### src/rtl/score_display_pkg.sv
// Shared types and constants for the score display slice.
//   state_t      : conversion sequencer states
//   SEG_*        : 7-segment patterns, bit order {g,f,e,d,c,b,a}, active-high
//   seg_encode   : BCD digit -> segment pattern (non-digit codes blank)
//   clamp_score  : saturate a binary score at MAX_SCORE
package score_display_pkg;

  localparam int unsigned SCORE_W   = 7;
  localparam int unsigned MAX_SCORE = 99;

  typedef enum logic [1:0] {
    S_IDLE,
    S_CONV_CURR,
    S_CONV_HIGH,
    S_STORE
  } state_t;

  localparam logic [6:0] SEG_0     = 7'h3F;
  localparam logic [6:0] SEG_1     = 7'h06;
  localparam logic [6:0] SEG_2     = 7'h5B;
  localparam logic [6:0] SEG_3     = 7'h4F;
  localparam logic [6:0] SEG_4     = 7'h66;
  localparam logic [6:0] SEG_5     = 7'h6D;
  localparam logic [6:0] SEG_6     = 7'h7D;
  localparam logic [6:0] SEG_7     = 7'h07;
  localparam logic [6:0] SEG_8     = 7'h7F;
  localparam logic [6:0] SEG_9     = 7'h6F;
  localparam logic [6:0] SEG_BLANK = 7'h00;

  function automatic logic [6:0] seg_encode(input logic [3:0] d);
    case (d)
      4'd0:    return SEG_0;
      4'd1:    return SEG_1;
      4'd2:    return SEG_2;
      4'd3:    return SEG_3;
      4'd4:    return SEG_4;
      4'd5:    return SEG_5;
      4'd6:    return SEG_6;
      4'd7:    return SEG_7;
      4'd8:    return SEG_8;
      4'd9:    return SEG_9;
      default: return SEG_BLANK;
    endcase
  endfunction

  function automatic logic [SCORE_W-1:0] clamp_score(input logic [SCORE_W-1:0] s);
    return (s > SCORE_W'(MAX_SCORE)) ? SCORE_W'(MAX_SCORE) : s;
  endfunction

endpackage

### src/rtl/score_display_bcd_conv.sv
// Iterative double-dabble converter, 7-bit binary (0..99) -> two BCD digits.
//   clk, rst : clock, synchronous active-high reset
//   start    : load bin and begin converting (restarts any conversion in flight)
//   bin      : binary input, must already be clamped to 0..99
//   done     : one-cycle pulse once bcd holds the result
//   bcd      : {tens, ones}
module bcd_conv
  import score_display_pkg::*;
(
  input  logic               clk,
  input  logic               rst,
  input  logic               start,
  input  logic [SCORE_W-1:0] bin,
  output logic               done,
  output logic [7:0]         bcd
);

  // {tens, ones, binary remainder}
  logic [14:0] sr_q;
  logic [14:0] adj;
  logic [2:0]  cnt_q;
  logic        run_q;

  always_comb begin
    adj = sr_q;
    if (adj[10:7] >= 4'd5)
      adj[10:7] = adj[10:7] + 4'd3;
    if (adj[14:11] >= 4'd5)
      adj[14:11] = adj[14:11] + 4'd3;
  end

  always_ff @(posedge clk) begin
    if (rst) begin
      sr_q  <= '0;
      cnt_q <= '0;
      run_q <= 1'b0;
      done  <= 1'b0;
    end else begin
      done <= 1'b0;
      if (start) begin
        sr_q  <= {8'h00, bin};
        cnt_q <= '0;
        run_q <= 1'b1;
      end else if (run_q) begin
        sr_q  <= adj << 1;
        cnt_q <= cnt_q + 3'd1;
        if (cnt_q == 3'd6) begin
          run_q <= 1'b0;
          done  <= 1'b1;
        end
      end
    end
  end

  assign bcd = sr_q[14:7];

endmodule

### src/rtl/score_display.sv
// Converts current and high score to BCD and scans them onto a 4-digit
// multiplexed 7-segment display (digits 1:0 current, 3:2 high).
//   clk, rst        : clock, synchronous active-high reset
//   currScore       : binary current score (clamped to 99)
//   highScore       : binary high score (clamped to 99)
//   isGameComplete  : game-over flag, used only with GAME_OVER_BLINK_EN
//   seg             : segments {g,f,e,d,c,b,a}, active-high
//   an              : one-hot digit enable, bit0 = current-score ones
//   currBcd/highBcd : displayed BCD values, updated together
//   busy            : conversion in progress
// Optional build macro GAME_OVER_BLINK_EN: blink the whole display while
// isGameComplete is high.
module score_display
  import score_display_pkg::*;
#(
  parameter int unsigned REFRESH_DIV = 1000,
  parameter int unsigned BLINK_DIV   = 50000
) (
  input  logic               clk,
  input  logic               rst,
  input  logic [SCORE_W-1:0] currScore,
  input  logic [SCORE_W-1:0] highScore,
  input  logic               isGameComplete,
  output logic [6:0]         seg,
  output logic [3:0]         an,
  output logic [7:0]         currBcd,
  output logic [7:0]         highBcd,
  output logic               busy
);

  localparam int unsigned     RW       = $clog2(REFRESH_DIV);
  localparam logic [RW-1:0]   REF_LAST = RW'(REFRESH_DIV - 1);

  state_t             state_q, state_d;
  logic [SCORE_W-1:0] curr_sh_q, high_sh_q;
  logic [7:0]         curr_hold_q;
  logic               changed;
  logic               capture;
  logic               conv_start;
  logic [SCORE_W-1:0] conv_bin;
  logic               conv_done;
  logic [7:0]         conv_bcd;

  bcd_conv u_conv (
    .clk   (clk),
    .rst   (rst),
    .start (conv_start),
    .bin   (conv_bin),
    .done  (conv_done),
    .bcd   (conv_bcd)
  );

  assign changed = (currScore != curr_sh_q) || (highScore != high_sh_q);

  // ---------------- sequencer ----------------
  always_ff @(posedge clk) begin
    if (rst) state_q <= S_IDLE;
    else     state_q <= state_d;
  end

  always_comb begin
    state_d = state_q;
    case (state_q)
      S_IDLE:      if (changed)   state_d = S_CONV_CURR;
      S_CONV_CURR: if (conv_done) state_d = S_CONV_HIGH;
      S_CONV_HIGH: if (conv_done) state_d = S_STORE;
      S_STORE:                    state_d = S_IDLE;
      default:                    state_d = S_IDLE;
    endcase
  end

  always_comb begin
    capture    = 1'b0;
    conv_start = 1'b0;
    conv_bin   = clamp_score(currScore);
    case (state_q)
      S_IDLE: begin
        if (changed) begin
          capture    = 1'b1;
          conv_start = 1'b1;
        end
      end
      S_CONV_CURR: begin
        conv_bin = clamp_score(high_sh_q);
        if (conv_done) conv_start = 1'b1;
      end
      default: ;
    endcase
  end

  // Both results are written on the edge into STORE, so they are valid
  // together during STORE and never torn.
  always_ff @(posedge clk) begin
    if (rst) begin
      curr_sh_q   <= '0;
      high_sh_q   <= '0;
      curr_hold_q <= '0;
      currBcd     <= '0;
      highBcd     <= '0;
      busy        <= 1'b0;
    end else begin
      busy <= (state_d != S_IDLE);
      if (capture) begin
        curr_sh_q <= currScore;
        high_sh_q <= highScore;
      end
      if (state_q == S_CONV_CURR && conv_done)
        curr_hold_q <= conv_bcd;
      if (state_q == S_CONV_HIGH && conv_done) begin
        currBcd <= curr_hold_q;
        highBcd <= conv_bcd;
      end
    end
  end

  // ---------------- display scan ----------------
  logic [RW-1:0] refresh_cnt_q;
  logic [1:0]    idx_q;
  logic [3:0]    digit;
  logic          blank;
  logic [3:0]    scan_onehot;

  always_ff @(posedge clk) begin
    if (rst) begin
      refresh_cnt_q <= '0;
      idx_q         <= '0;
    end else if (refresh_cnt_q == REF_LAST) begin
      refresh_cnt_q <= '0;
      idx_q         <= idx_q + 2'd1;
    end else begin
      refresh_cnt_q <= refresh_cnt_q + RW'(1);
    end
  end

  // Odd indices are tens digits and get leading-zero blanking.
  always_comb begin
    digit = '0;
    blank = 1'b0;
    case (idx_q)
      2'd0: digit = currBcd[3:0];
      2'd1: begin digit = currBcd[7:4]; blank = (currBcd[7:4] == 4'd0); end
      2'd2: digit = highBcd[3:0];
      2'd3: begin digit = highBcd[7:4]; blank = (highBcd[7:4] == 4'd0); end
      default: ;
    endcase
  end

  always_ff @(posedge clk) begin
    if (rst) seg <= SEG_0;
    else     seg <= blank ? SEG_BLANK : seg_encode(digit);
  end

  assign scan_onehot = 4'b0001 << idx_q;

`ifdef GAME_OVER_BLINK_EN
  localparam int unsigned   BW        = $clog2(BLINK_DIV + 1);
  localparam logic [BW-1:0] BLINK_LAST = BW'(BLINK_DIV - 1);

  logic [BW-1:0] blink_cnt_q;
  logic          visible_q;

  always_ff @(posedge clk) begin
    if (rst || !isGameComplete) begin
      blink_cnt_q <= '0;
      visible_q   <= 1'b1;
    end else if (blink_cnt_q == BLINK_LAST) begin
      blink_cnt_q <= '0;
      visible_q   <= ~visible_q;
    end else begin
      blink_cnt_q <= blink_cnt_q + BW'(1);
    end
  end

  always_comb an = visible_q ? scan_onehot : 4'b0000;
`else
  logic unused_blink;
  assign unused_blink = isGameComplete ^ BLINK_DIV[0];

  always_comb an = scan_onehot;
`endif

endmodule
### config.mk
export PLATFORM = sky130hd
export DESIGN_NAME = score_display
export DESIGN_NICKNAME = d
export VERILOG_FILES = /design/src/rtl/score_display_pkg.sv /design/src/rtl/score_display_bcd_conv.sv /design/src/rtl/score_display.sv
export SDC_FILE = /design/constraint.sdc
export NUM_CORES = 1
export LEC_CHECK = 0
export ABC_AREA = 1
export CAP_MARGIN = 10
export CORE_MARGIN = 2
export CORE_UTILIZATION = 41
export CTS_BUF_LIST = sky130_fd_sc_hd__clkbuf_2
export CTS_CLUSTER_DIAMETER = 200
export DETAILED_ROUTE_END_ITERATION = 16
export GPL_TIMING_DRIVEN = 0
export SLEW_MARGIN = 15
export SYNTH_ARGS = -nofsm -noshare
export SYNTH_HDL_FRONTEND = slang
export SYNTH_SLANG_ARGS = --single-unit
### constraint.sdc
create_clock -name clk -period 2.05 [get_ports clk]
set_input_delay 0.5125 -clock clk [delete_from_list [all_inputs] [get_ports clk]]
set_output_delay 0.5125 -clock clk [all_outputs]
set_load 0.01 [all_outputs]
**After elaboration in Yosys (flattened, before gate mapping)**

Memory sizes are Yosys's and may differ from the RTL's.
Index checks and enable logic that the tools add are counted.

- Register bits after elaboration: 80
- ROM bits: 112
- Output and inout bits: 28
- Word-level logic and storage cells: 73
- Memories: 1

Memories:

| name | words | bits a word | rd ports | clocked after Yosys merged registers in | write ports | RTL line | RTL |
|---|---|---|---|---|---|---|---|
| (no name shown) | 16 | 7 | 1 | 0 | 0 | score_display_pkg.sv:31 | `case (d)` |

- Add/sub/neg operators: 5
- $lt $le $gt $ge: 4
- Equality and inequality tests: 10
- Shift operators: 1
- Multiplexer cells: 22
- Bitwise operators: 1
- Reduce and logical (&&, ||, !) cells: 13

Operators by type and width:

| kind | number |
|---|---|
| 7-bit 2-to-1 mux | 5 |
| 4-bit case mux with 4 select lines | 1 |
| 7-bit greater-than comparator, second input constant | 2 |
| 7-bit inequality test | 2 |
| 10-bit by 1-bit adder with 10-bit output, second input constant | 1 |
| 10-bit == test, second input constant | 1 |
| 2-bit == test, second input constant | 4 |
| 4-bit by 3-bit >= comparator with 1-bit output, second input constant | 2 |
| 4-bit zero test | 2 |
| 2-bit case mux with 4 select lines | 1 |
| 1-bit 2-to-1 mux | 7 |
| 2-bit 2-to-1 mux | 3 |
| 6-bit 2-to-1 mux | 1 |
| 2-bit OR reduction | 3 |
| 4-bit by 2-bit adder with 4-bit output, second input constant | 1 |
| 2-bit by 1-bit == test with 1-bit output, second input constant | 2 |
| 2-bit zero test | 2 |
| 4-bit 2-to-1 mux | 1 |
| 1-bit case mux with 2 select lines | 2 |
| 2-bit nonzero test | 2 |
| 1-bit by 2-bit << shifter with 4-bit output, first input constant | 1 |
| 3-bit by 1-bit adder with 3-bit output, second input constant | 1 |
| 3-bit by 2-bit adder with 3-bit output, second input constant | 1 |
| 3-bit == test, second input constant | 1 |
| other kinds (6) | 7 |

**Depth between registers and ports, before layout**

- Depth in word-level cells: 5
- Mapped depth: 13
- Gate-level depth less buffers: 13

**Modules after synthesis**

Synthesis repeated with hierarchy kept, for this count alone.

- Cell total of the unflattened synthesis: 579
- Area total of the unflattened synthesis: 4001.3 µm²

Modules (own cells, without submodules):

| module | times used | cells each | area each (µm²) | sequential area each (µm²) |
|---|---|---|---|---|
| score_display | 1 | 452 | 3021.6 | 1201.2 |
| bcd_conv | 1 | 127 | 979.7 | 400.4 |

**Least setup slack after synthesis**

No wires, ideal clock.

- Path kind: reg2reg
- Start point: register idx_q[0]
- End point: register seg[3]
- Arrival time: 1997 ps
- Data required time: 1976 ps
- Setup slack: -22 ps
- Cell stages (with the launch flop): 11
- Buffers on the path: 0
- Period minus slack after synthesis: 2072 ps
- Path through: dfxtp_1 -> inv_1 -> ha_1 -> inv_1 -> o21ai_0 -> o22ai_1 -> inv_1 -> ha_1 -> nand3_1 -> and3_1 -> o21ai_0

- Cells in the longest elaborated chain, start to end: 4

RTL lines:

| element | RTL line | RTL |
|---|---|---|
| from (decl) | score_display.sv:118 | `logic [1:0] idx_q;` |
| from (signal assigned) | score_display.sv:129 | `idx_q <= idx_q + 2'd1;` |
| 2-bit == test (tied with other cells) | score_display.sv:139 | `case (idx_q)` |
| 4-bit case mux with 4 select lines | score_display.sv:139 |  |
| memory read 16 x 7 bit | -- |  |
| 6-bit 2-to-1 mux (*) | score_display.sv:150 | `else seg <= blank ? SEG_BLANK : seg_encode(digit);` |
| to (signal assigned) | score_display.sv:150 |  |
| to (decl) | score_display.sv:24 | `output logic [6:0] seg,` |

Mark *: on every way between the ends. The rest lies on a longest branch, timed or not.
A chain may end at the register's enable or synchronous reset.

**Worst setup path in the final report**

- Start point: register currBcd[1]
- End point: output currBcd[1]

RTL lines:

| element | RTL line | RTL |
|---|---|---|
| from (decl) | score_display.sv:26 | `output logic [7:0] currBcd,` |
| from (signal assigned) | score_display.sv:110 | `currBcd <= curr_hold_q;` |

No word-level cell between the ends.

==> flow_summary.toml <==
[drt]
wl_per_cell_um = 12.6
postRouteAntennaNets = 0
drc = 0
vias = 3569
drt_iter0_markers = 155
postRouteWirelength_um = 9040
viasPerCell = 4.98
drtPass1Iterations = 4

[yosys]
syn_inst = 538
muxShareOfSynthArea_pct = 0
synth-simple-area-share_pct = 22.1
synth.avg_cell_area_um2 = 7.19
yosysSeqAreaShare_pct = 41.4
synth-adder-area-share_pct = 5.82
synth_top_family_by_area = "simple AND/OR/NAND/NOR gates"
synth_seq_cells = 80
ys_types = 34
synth_area_um2 = 3870
yosys_warnings = 0
synth_xor_area_share_pct = 1.81
synth-compound-area-share_pct = 18.4
synthesis.nets = 573

[sta]
drv_slew = 0
tightest_slew_ns = 0.521
fin_crit_ns = 1.98
rsz0062_at_grt = "true"
min_period_over_period_pct = 96.4
hold_viol_final = 0
setup_violations = 0
slew_headroom_pct = 65.3
holdWs_ns = 0.470
finClkSkew_ns = 0.0216
timing.fmax_ghz = 0.506

[clock_tree]
path_clk_slew_ns = 0.22
clk-insertion-delay-late_ns = 0.54
htreeDepth = 3
cts_buffers = 9
cts_tree = "built"
cts_sinks = 80
root_buffer = "clkbuf_2"
clock_path_buffers = 2
cts_hold_buf = 0

[finish]
diodes = 0
syn_to_final_growth_pct = 20.9
fin_nets = 635
drive_gt1_share_pct = 12.7
fillers = 917
ff_latch_area_um2 = 1630
multi_input_area_um2 = 1910

[die]
initial_core_util_pct = 42.1
die_h_um = 101
num_rows = 35
io_pins = 45
chipWidth_um = 101
core_um2 = 9200
dieArea_um2 = 10200

[critical_path]
path_buf_inv = 1
critPathArrivalTime_ns = 1.46
end_kind = "primary output"
critPathRequiredTime_ns = 1.54
path_class = "reg -> out"
cp_slowest_cell = "clkdlybuf4s50_1"
crit_path_max_fanout = 3
critPathLaunchType = "flip-flop"
crit_family = "buffers and inverters"
worst_path_largest_cell_delay_ns = 0.54
crit_chain = "clkdlybuf4s50_1"

[grt]
overflow = 0
grt_max_degree = 16
grtUsageTotal_pct = 18.6
grt_pass1_wl_um = 15200
grt_antenna_before_repair = 0
grt_pass1_vias = 3314

[place]
routabilityCongestion = 0.851
io_buffers = 43
dp_hpwl_um = 6860

[power_and_ir_drop]
p_clk_share_pct = 28.1
internal_power_uw = 1920
p_leak_uw = 0.00212
swShare_pct = 30.5
p_sw_uw = 844
p_seq_share_pct = 59.5
power_frac_comb_pct = 12.4
p_total_uw = 2770
power_density_nw_per_um2 = 591
ir_drop_v = 0.000360

[status]
status = "finished clean"

[job]
maxCapViolCount = 0

[worst_hold_path]
hold_path_class = "reg -> reg"
-- final timing paths --
kind	from	to	slack, ns	depth (start not counted)
max	currBcd[1]	currBcd[1]	0.07	1
min	refresh_cnt_q[0]	refresh_cnt_q[0]	0.47	1
max reg2reg	idx_q[0]	seg[3]	0.12	11
min reg2reg	refresh_cnt_q[0]	refresh_cnt_q[0]	0.47	1
-- cell usage after synthesis (all sizes together) --
master	number	share of area [%]
nand3	28	3.9
o211ai	4	0.78
xnor2	2	0.45
o22ai	4	0.65
a31oi	5	0.81
buf	7	1.4
nor2	40	4.0
or2	3	0.49
clkbuf	13	1.3
nor3b	1	0.19
dfxtp	80	41
nand4	6	0.97
o221ai	2	0.45
o21ai	50	6.5
a21oi	64	8.3
nand3b	2	0.39
nor3	9	1.2
o31ai	1	0.19
nand2	106	11
inv	81	7.9
a211oi	2	0.39
ha	18	5.8
o21bai	2	0.39
and3	1	0.16
xor2	6	1.4
nor4	1	0.16
-- layout by cell type (no fill, tap or decap), drive strengths merged, types with 4 or more instances in the layout --
cell           instances
clkdlybuf4s50         32
nor3                   9
dlymetal6s2s           7
o21ai                 50
xor2                   6
nand3                 28
a31oi                  5
inv                   84
o211ai                 4
nand2                106
a21oi                 64
dfxtp                 80
buf                   17
nand4                  6
o22ai                  4
clkbuf                23
ha                    18
nor2                  40
-- routing by layer --
metal / global-route usage [%] / routed length [um] / vias to the layer above
li1: - / - / 1882
met1: 25.2 / 4430 / 1609
met2: 29.9 / 4120 / 67
met3: 4.55 / 400 / 11
met4: 4.89 / 88 / 0
met5: 0 / 0 / -
-- layout make-up --
cell class / count / area share, %
Buffer: 20 / 2.19
Tap cell: 111 / 2.97
Sequential cell: 80 / 34.8
Multi-Input combinational cell: 357 / 40.8
Clock buffer: 9 / 0.963
Inverter: 81 / 6.61
Timing Repair Buffer: 51 / 10.5
Clock inverter: 7 / 1.18
-- power groups by stage --
stage	combinational, uW	sequential (uW)	clock, uW
6_report	343	1640	777
3_3_place_gp	338	1680	0
3_5_place_dp	343	1680	0
2_1_floorplan	227	1670	0
4_1_cts	345	1650	799
5_1_grt	393	1650	861
-- timing repair --
item	4_1_cts	5_1_grt
endpoints found under the setup margin	15	19
resized for setup	24	30
pin swaps	1	1
endpoints found under the hold margin	0	0
setup buffers	2	6
-- metrics by stage --
step           utilization (%)  instances  worst slack [ns]  setup TNS [ns]  instance area (um^2)
6_report                  50.9        716            0.0734               0                  4680
5_1_grt                   50.9        716           -0.0211         -0.0211                  4680
4_1_cts                   49.9        710           -0.0380         -0.0380                  4590
3_5_place_dp              48.3        692            -0.305          -12.55                  4450
3_3_place_gp              48.3        692            -0.306          -12.72                  4450
2_1_floorplan                -        538            0.0212               0                  3880
-- logic make-up (layout without fill, tap and decap cells) --
group                      after synthesis  count (layout)
and+or+nand+nor                        197             197
AOI/OAI and AO/OA                      134             134
buffers and inverters                  101             168
DFF                                     80              80
adders and majority gates               18              18
xor gates and xnor gates                 8               8
-- flip-flops by register name, indices dropped and copies added (netlist names) --
register / cells
curr_sh_q: 7
state_q: 2
curr_hold_q: 8
refresh_cnt_q: 10
u_conv.done: 1
idx_q: 2
u_conv.sr_q: 15
seg: 7
busy: 1
high_sh_q: 7
u_conv.run_q: 1
u_conv.cnt_q: 3
currBcd: 8
highBcd: 8
Power figures use the tool's default switching activity.
